## src/rtl/button_conditioner.sv

```systemverilog
// ---------------------------------------------------------------------------
// button_conditioner
//   Turns the four raw push-buttons (Up, Down, Left, Right) into clean
//   signals for the stack calculator controller. Each button passes through
//   three stages: a two-flop synchroniser, a counter debounce and a small
//   FSM. The FSM emits one press strobe per accepted press. If the button's
//   bit is set in REPEAT_MASK, it keeps emitting repeat strobes for as long
//   as the button is held.
//
// Ports
//   i_clk          system clock, single domain
//   i_rst_n        asynchronous active-low reset
//   i_btn_raw      [3:0] raw buttons (bit0 Up, bit1 Down, bit2 Left,
//                  bit3 Right), asynchronous to i_clk
//   o_btn_level    [3:0] debounced, registered level
//   o_btn_pulse    [3:0] one-cycle press strobe, including repeat strobes
//   o_btn_release  [3:0] one-cycle release strobe
//
// Per-button FSM
//   state     | meaning
//   ----------+-----------------------------------------------------------
//   ST_IDLE   | released, or held with auto-repeat disabled
//   ST_DELAY  | held; counting toward the first repeat strobe
//   ST_REPEAT | held; emitting a repeat strobe every REPEAT_PERIOD cycles
// ---------------------------------------------------------------------------
module button_conditioner #(
  parameter int         DB_CYCLES     = 1000000,
  parameter logic [3:0] REPEAT_MASK   = 4'b0000,
  parameter int         REPEAT_DELAY  = 50000000,
  parameter int         REPEAT_PERIOD = 10000000
) (
  input  logic       i_clk,
  input  logic       i_rst_n,
  input  logic [3:0] i_btn_raw,
  output logic [3:0] o_btn_level,
  output logic [3:0] o_btn_pulse,
  output logic [3:0] o_btn_release
);

  localparam int CW   = $clog2(DB_CYCLES + 1);
  localparam int TMAX = (REPEAT_DELAY > REPEAT_PERIOD) ? REPEAT_DELAY : REPEAT_PERIOD;
  localparam int TW   = $clog2(TMAX + 1);

  typedef enum logic [1:0] {
    ST_IDLE   = 2'd0,
    ST_DELAY  = 2'd1,
    ST_REPEAT = 2'd2
  } state_t;

  logic [3:0] r_sync1;
  logic [3:0] r_sync2;

  always_ff @(posedge i_clk or negedge i_rst_n) begin
    if (!i_rst_n) begin
      r_sync1 <= '0;
      r_sync2 <= '0;
    end else begin
      r_sync1 <= i_btn_raw;
      r_sync2 <= r_sync1;
    end
  end

  for (genvar gi = 0; gi < 4; gi++) begin : g_btn
    logic [CW-1:0] r_db_cnt;
    logic          r_level;
    logic          w_accept;
    logic          w_rise;
    logic          w_fall;
    state_t        r_state;
    state_t        w_state_nxt;
    logic [TW-1:0] r_timer;
    logic [TW-1:0] w_timer_nxt;
    logic          r_pulse;
    logic          r_release;
    logic          w_pulse_nxt;
    logic          w_release_nxt;

    // The level flips on the same edge that the counter hits its terminal
    // value. The FSM acts on that same edge, so the strobes line up with
    // the level change.
    assign w_accept = (r_sync2[gi] != r_level) && (r_db_cnt == CW'(DB_CYCLES - 1));
    assign w_rise   = w_accept &  r_sync2[gi];
    assign w_fall   = w_accept & ~r_sync2[gi];

    always_ff @(posedge i_clk or negedge i_rst_n) begin
      if (!i_rst_n) begin
        r_db_cnt <= '0;
        r_level  <= 1'b0;
      end else if (r_sync2[gi] == r_level) begin
        r_db_cnt <= '0;
      end else if (w_accept) begin
        r_db_cnt <= '0;
        r_level  <= r_sync2[gi];
      end else begin
        r_db_cnt <= r_db_cnt + 1'b1;
      end
    end

    always_ff @(posedge i_clk or negedge i_rst_n) begin
      if (!i_rst_n) begin
        r_state   <= ST_IDLE;
        r_timer   <= '0;
        r_pulse   <= 1'b0;
        r_release <= 1'b0;
      end else begin
        r_state   <= w_state_nxt;
        r_timer   <= w_timer_nxt;
        r_pulse   <= w_pulse_nxt;
        r_release <= w_release_nxt;
      end
    end

    always_comb begin
      w_state_nxt   = r_state;
      w_timer_nxt   = r_timer;
      w_pulse_nxt   = 1'b0;
      w_release_nxt = 1'b0;
      // A release wins over a repeat that would land on the same edge, so
      // the two strobes for one bit can never be high together.
      if (w_fall) begin
        w_release_nxt = 1'b1;
        w_state_nxt   = ST_IDLE;
        w_timer_nxt   = '0;
      end else begin
        case (r_state)
          ST_IDLE: begin
            if (w_rise) begin
              w_pulse_nxt = 1'b1;
              w_timer_nxt = '0;
              if (REPEAT_MASK[gi]) w_state_nxt = ST_DELAY;
            end
          end
          ST_DELAY: begin
            if (r_timer == TW'(REPEAT_DELAY - 1)) begin
              w_pulse_nxt = 1'b1;
              w_timer_nxt = '0;
              w_state_nxt = ST_REPEAT;
            end else begin
              w_timer_nxt = r_timer + 1'b1;
            end
          end
          ST_REPEAT: begin
            if (r_timer == TW'(REPEAT_PERIOD - 1)) begin
              w_pulse_nxt = 1'b1;
              w_timer_nxt = '0;
            end else begin
              w_timer_nxt = r_timer + 1'b1;
            end
          end
          default: begin
            w_state_nxt = ST_IDLE;
            w_timer_nxt = '0;
          end
        endcase
      end
    end

    assign o_btn_level[gi]   = r_level;
    assign o_btn_pulse[gi]   = r_pulse;
    assign o_btn_release[gi] = r_release;
  end

endmodule

```

## config.mk

```make
export PLATFORM = sky130hd
export DESIGN_NAME = button_conditioner
export DESIGN_NICKNAME = d
export VERILOG_FILES = /design/src/rtl/button_conditioner.sv
export SDC_FILE = /design/constraint.sdc
export NUM_CORES = 1
export LEC_CHECK = 0
export ABC_AREA = 1
export BUFFER_PORTS_ARGS = -buffer_cell sky130_fd_sc_hd__buf_2
export CORE_UTILIZATION = 35
export DETAILED_ROUTE_END_ITERATION = 16
export RECOVER_POWER = 100
export SETUP_SLACK_MARGIN = 0.3
export SLEW_MARGIN = 30
export SYNTH_ARGS = -nofsm -noshare
export SYNTH_HDL_FRONTEND = slang
export SYNTH_SLANG_ARGS = --single-unit
```

## constraint.sdc

```tcl
create_clock -name i_clk -period 3.5 [get_ports i_clk]
set_input_delay 0.875 -clock i_clk [delete_from_list [all_inputs] [get_ports i_clk]]
set_output_delay 0.875 -clock i_clk [all_outputs]
set_load 0.02 [all_outputs]
```

=== Yosys cells after proc, flatten, opt, wreduce, memory -nomap -nowiden ===
Cells that the tools add are included.

* Multiplexer cells: 64
* Reduce and logical (&&, ||, !) cells: 20
* $add $sub $neg: 8
* Equality and inequality tests: 40
* Bitwise operators: 16

{| class="wikitable"
|+ Operators by type and width
! cell !! number
|-
| $mux 26 || 16
|-
| $pmux 26 s3 || 4
|-
| $mux 20 || 8
|-
| $add 26x1->26 const B || 4
|-
| $eq 26x24->1 const B || 4
|-
| $eq 26x26->1 const B || 4
|-
| $add 20x1->20 const B || 4
|-
| $eq 20x20->1 const B || 4
|-
| $ne 3x3->1 const B || 8
|-
| $mux 1 || 20
|-
| $mux 2 || 8
|-
| $pmux 2 s2 || 4
|-
| $reduce_and 2->1 || 8
|-
| $pmux 1 s3 || 4
|-
| $and 1x1->1 || 8
|-
| $eq 2x1->1 const B || 4
|-
| $eq 2x2->1 const B || 4
|-
| $logic_not 2->1 || 4
|-
| $ne 2x1->1 const B || 4
|-
| $not 1->1 || 8
|-
| $reduce_or 2->1 || 4
|-
| $eq 1x1->1 || 4
|-
| $logic_and 1x1->1 || 4
|-
| $ne 1x1->1 || 4
|}

* Bits of input ports: 6
* Register bits after elaboration: 212

=== Logic depth before layout (Yosys ltp) ===
* Depth after elaboration: 6
* Mapped depth: 10
* Mapped depth without buffers: 9

=== Worst setup path after synthesis ===
OpenSTA, ideal clock, no wires.

* Kind: register to output
* Start point: register g_btn[0].r_level
* End point: output o_btn_level[0]
* Data arrival time: 517 ps
* Path buffers: 1
* Data required time: 2625 ps
* Path slack: 2108 ps
* Cell stages (with the launch flop): 2
* Cells stage by stage: dfrtp_1 -> buf_4

{| class="wikitable"
|+ RTL lines
! element !! RTL line !! source
|-
| from (decl) || 65 || <nowiki>logic r_level;</nowiki>
|-
| from (signal assigned) || 93 || <nowiki>r_level <= r_sync2[gi];</nowiki>
|-
| to (decl) || 35 || <nowiki>output logic [3:0] o_btn_level,</nowiki>
|}

No word-level cell between the ends.

=== Worst setup path in the final report ===
* Start point: register g_btn[0].r_db_cnt[0]
* End point: register g_btn[0].r_db_cnt[5]

* Word-level cells in the longest chain between the ends: 4
* Elaborated cells between the ends (all ways): 5

{| class="wikitable"
|+ Ends and longest elaborated chain
! element !! RTL line !! source
|-
| from (decl) || 64 || <nowiki>logic [CW-1:0] r_db_cnt;</nowiki>
|-
| from (signal assigned) || 95 || <nowiki>r_db_cnt <= r_db_cnt + 1'b1;</nowiki>
|-
| parallel branches: the longest is 2 deep, another holds $add 20x1->20 || - ||
|-
| $mux 20 * || 91 || <nowiki>end else if (w_accept) begin</nowiki>
|-
| $mux 20 * || 89 || <nowiki>end else if (r_sync2[gi] == r_level) begin</nowiki>
|}

Every way passes the cells marked *.
A chain may end at the register's enable or synchronous reset.

==> key figures <==
Die
  – CORE AREA: 14800 um^2
  – Die Wd: 126 um
  – Number of I/O pins: 18
  – Site Rows: 44
  – Die area: roughly 16000 um^2
  – Die H: between 100 and 150 um
  – Starting Density: 0.364

Drt
  – WL final: 10600 um
  – Initial DRC count: 320
  – Antenna-violating nets left: 0
  – Vias: 4120
  – Drt via density: 4.57
  – Met2 Routed Length: roughly 4600 um
  – Drt wl/cell: 11.8 um
  – Drt first pass iters: 5
  – WL met1: 5600 um
  – Drt drc: 0
  – DR WL met3: 379 um
  – Uppermost layer routed: met4

Timing
  – Fmax: 0.468 GHz
  – Period utilization: 0.610
  – Crit path time final: 2130 ps
  – Fin. Hold Viols: 0
  – Slew HR: 0.430
  – Setup Viol. Count Final: 0
  – Clock skew: 4.67 ps
  – Slew @ Worst Pin: 855 ps
  – Setup TNS: 0 ps
  – Max Slew Vio Count: 0
  – Unrepaired setup endpoints after global routing: no

Cells and area
  – Layout cells sized above 1: 0.0641
  – P&R area growth vs syn: 7.94%
  – Post-Layout Cell Count: roughly 900
  – Ant diodes: 0
  – Final net count: 723

Place
  – Port Buffer Count: 17
  – Placed Cells: 886
  – Routability cong.: 0.799
  – Hpwl dp: about 7500 um

Clock network
  – Hold buffer count at CTS: 0
  – Worst skew pair latency: 340 ps
  – Sink Count: 100
  – Clk root buf: clkbuf_16
  – CTS Buf Count: 9
  – Post-cts resize count: 0
  – CTS tree: done
  – Setup repair bufs after CTS: 0
  – CTS max path bufs: 2
  – Depth of the CTS H-tree: 3
  – Worst-path clk slew: 70 ps

Worst hold path
  – HP Class: input pin to async pin

Logic synthesis
  – Post-synth EDFFs: 0
  – Top_reg_cell synth: dfrtp_1
  – FF+latch count, synth: 100
  – Post-synth cell types: 28
  – Syn Std Cell Area: approximately 5400 um^2
  – Post-Syn Nets: between 700 and 800
  – Mapped Cells: 700
  – Mapped Avg Cell Area: approximately 7.7 um^2
  – Yosys warning total: 0
  – Post-synthesis sequential area ratio: 0.466
  – Fraction of registers with async set/reset: 1.00

Global routing
  – Overall Global Routing Usage: 0.146
  – Largest net degree at the start of global routing: 100
  – Total grt overflow: 0
  – Vias in the first global route: 3860
  – Initial antenna violation count: 0
  – First-pass GRT wire length: 18600 um

Pwr
  – Sequential Power Share: 0.510
  – Sw frac: 0.217
  – Combinational fraction of design power: 0.033
  – Power per cell area: between 300 and 400 nW/um^2
  – P_sw: 0.000502 W
  – Max VDD drop: about 0.24 mV
  – Leakage: roughly 2.7 nW
  – Clock power frac: 0.457
  – Internal power: 0.00182 W

Setup path
  – Buffers & Inverters on Critical Path: 1
  – Critical Path Source Type: flop
  – Critical path required time: roughly 3800 ps
  – Reg2Reg Setup Slack: 1370 ps
  – Crit path max-delay family: compound AO/OA/AOI/OAI gates
  – Arr. time, crit path: 2410 ps
  – Critical path, cell by cell: ha_1, nand2_1, nor2_1, nand2_1, nor2_1, a21oi_1, clkinv_1, nor2_1
  – Slowest cell on crit path: a21oi_1
  – Critical path fanouts, max: 9
  – CP Capture Type: flop
  – Slowest stage delay, CP: between 600 and 700 ps
  – Most used cell along the critical path: nor2_1
  – Setup CP Type: flop to flop

Run
  – Max_cap viols: 0

Status
  – Outcome: completed
[cell type report]
class                   count  area (um^2)
clock buffers              10          229
clock inverters             6         88.8
fillers                  1524         8960
inverters                  93          349
multi-input cells         491         2310
flip-flops and latches    100         2500
well taps                 184          230
repair buffers             18         86.3
[cells in the mapped netlist (2+ instances only)]
library cell  count  area share
a21oi_1          12       0.011
a21oi_4           2      0.0061
buf_4            12       0.017
buf_6             2      0.0042
dfrtp_1         100        0.47
ha_1              4      0.0093
inv_1            86       0.060
inv_2             7      0.0049
nand2_1         152        0.11
nand2_2          12       0.014
nand3_1          65       0.061
nand3b_1          2      0.0028
nand4_1           6      0.0070
nor2_1          150        0.10
nor2_2           11       0.013
nor2_4           11       0.023
nor3_1            9      0.0084
nor3b_1           4      0.0056
o21ai_0           9      0.0084
o21bai_1          3      0.0042
or2_2             2      0.0023
xnor2_1          11       0.018
xor2_1           23       0.038
[registers in the layout, summed over array words and instances (netlist names)]
signal / cells
g_btn.r_release: 4
g_btn.r_db_cnt: 80
r_sync1: 4
g_btn.r_pulse: 4
r_sync2: 4
g_btn.r_level: 4
[through the flow]
stage	instance area, um^2	total power [W]	worst slack (ps)	util	hold slack, ps
2_1_floorplan	5370	0.00124	2110	-	331
3_3_place_gp	5590	0.00129	1880	0.379	334
3_5_place_dp	5590	0.00129	1810	0.379	337
4_1_cts	5910	0.00237	1690	0.400	291
5_1_grt	5800	0.00242	1150	0.393	313
6_report	5800	0.00232	1370	0.393	332
[placed cells by master (no fill, tap or decap), types with 2 or more instances in the layout]
cell type and count:
clkinvlp_4 2, or2_2 2, nor2_4 5, clkbuf_1 16, nand4_1 6, nor2_2 9
nor3b_1 4, xor2_1 23, nor3_1 9, clkbuf_16 9, bufinv_16 2, nand2_1 156
nor2_1 158, ha_1 4, nand2_2 8, inv_1 88, nand3_1 65, clkinv_1 2
inv_2 3, o21ai_0 10, dfrtp_1 100, buf_2 2, xnor2_1 11, nand3b_1 2
a21oi_1 14, o21bai_1 3
[worst paths after layout]
check / depth (start not counted) / startpoint / end
worst max-delay path: 8 / g_btn[0].r_db_cnt[0] / g_btn[0].r_db_cnt[5]
worst min-delay path: 1 / i_rst_n / r_sync1[0]
worst max register to register: 8 / g_btn[0].r_db_cnt[0] / g_btn[0].r_db_cnt[5]
worst min register to register: 0 / r_sync1[1] / r_sync2[1]
max in group asynchronous: 2 / i_rst_n / g_btn[2].r_db_cnt[18]
min in group i_clk: 0 / r_sync1[1] / r_sync2[1]
[kinds of logic after synthesis]
logic type      after synthesis  share of synthesized area
flops                       100                      0.466
fa+ha+maj                     4                    0.00932
buf+inv                     109                     0.0876
xor+xnor                     34                     0.0554
compound gates               28                     0.0324
simple gates                425                      0.349
[power by group through the flow]
stage | logic (W) | registers, W | clock network, W
after global placement | 0.0000829 | 0.00120 | 0
after detailed placement | 0.0000826 | 0.00120 | 0
after floorplan | 0.0000419 | 0.00120 | 0
after global routing | 0.0000907 | 0.00118 | 0.00115
final | 0.0000767 | 0.00118 | 0.00106
after CTS | 0.0000828 | 0.00118 | 0.00110
[routing by layer]
layer | vias to the layer above | GRT usage
met2 | 64 | 0.222
met5 | - | 0
li1 | 2168 | -
met3 | 5 | 0.0348
met1 | 1883 | 0.208
met4 | 0 | 0.0404
(Power assumes the default switching activity.)
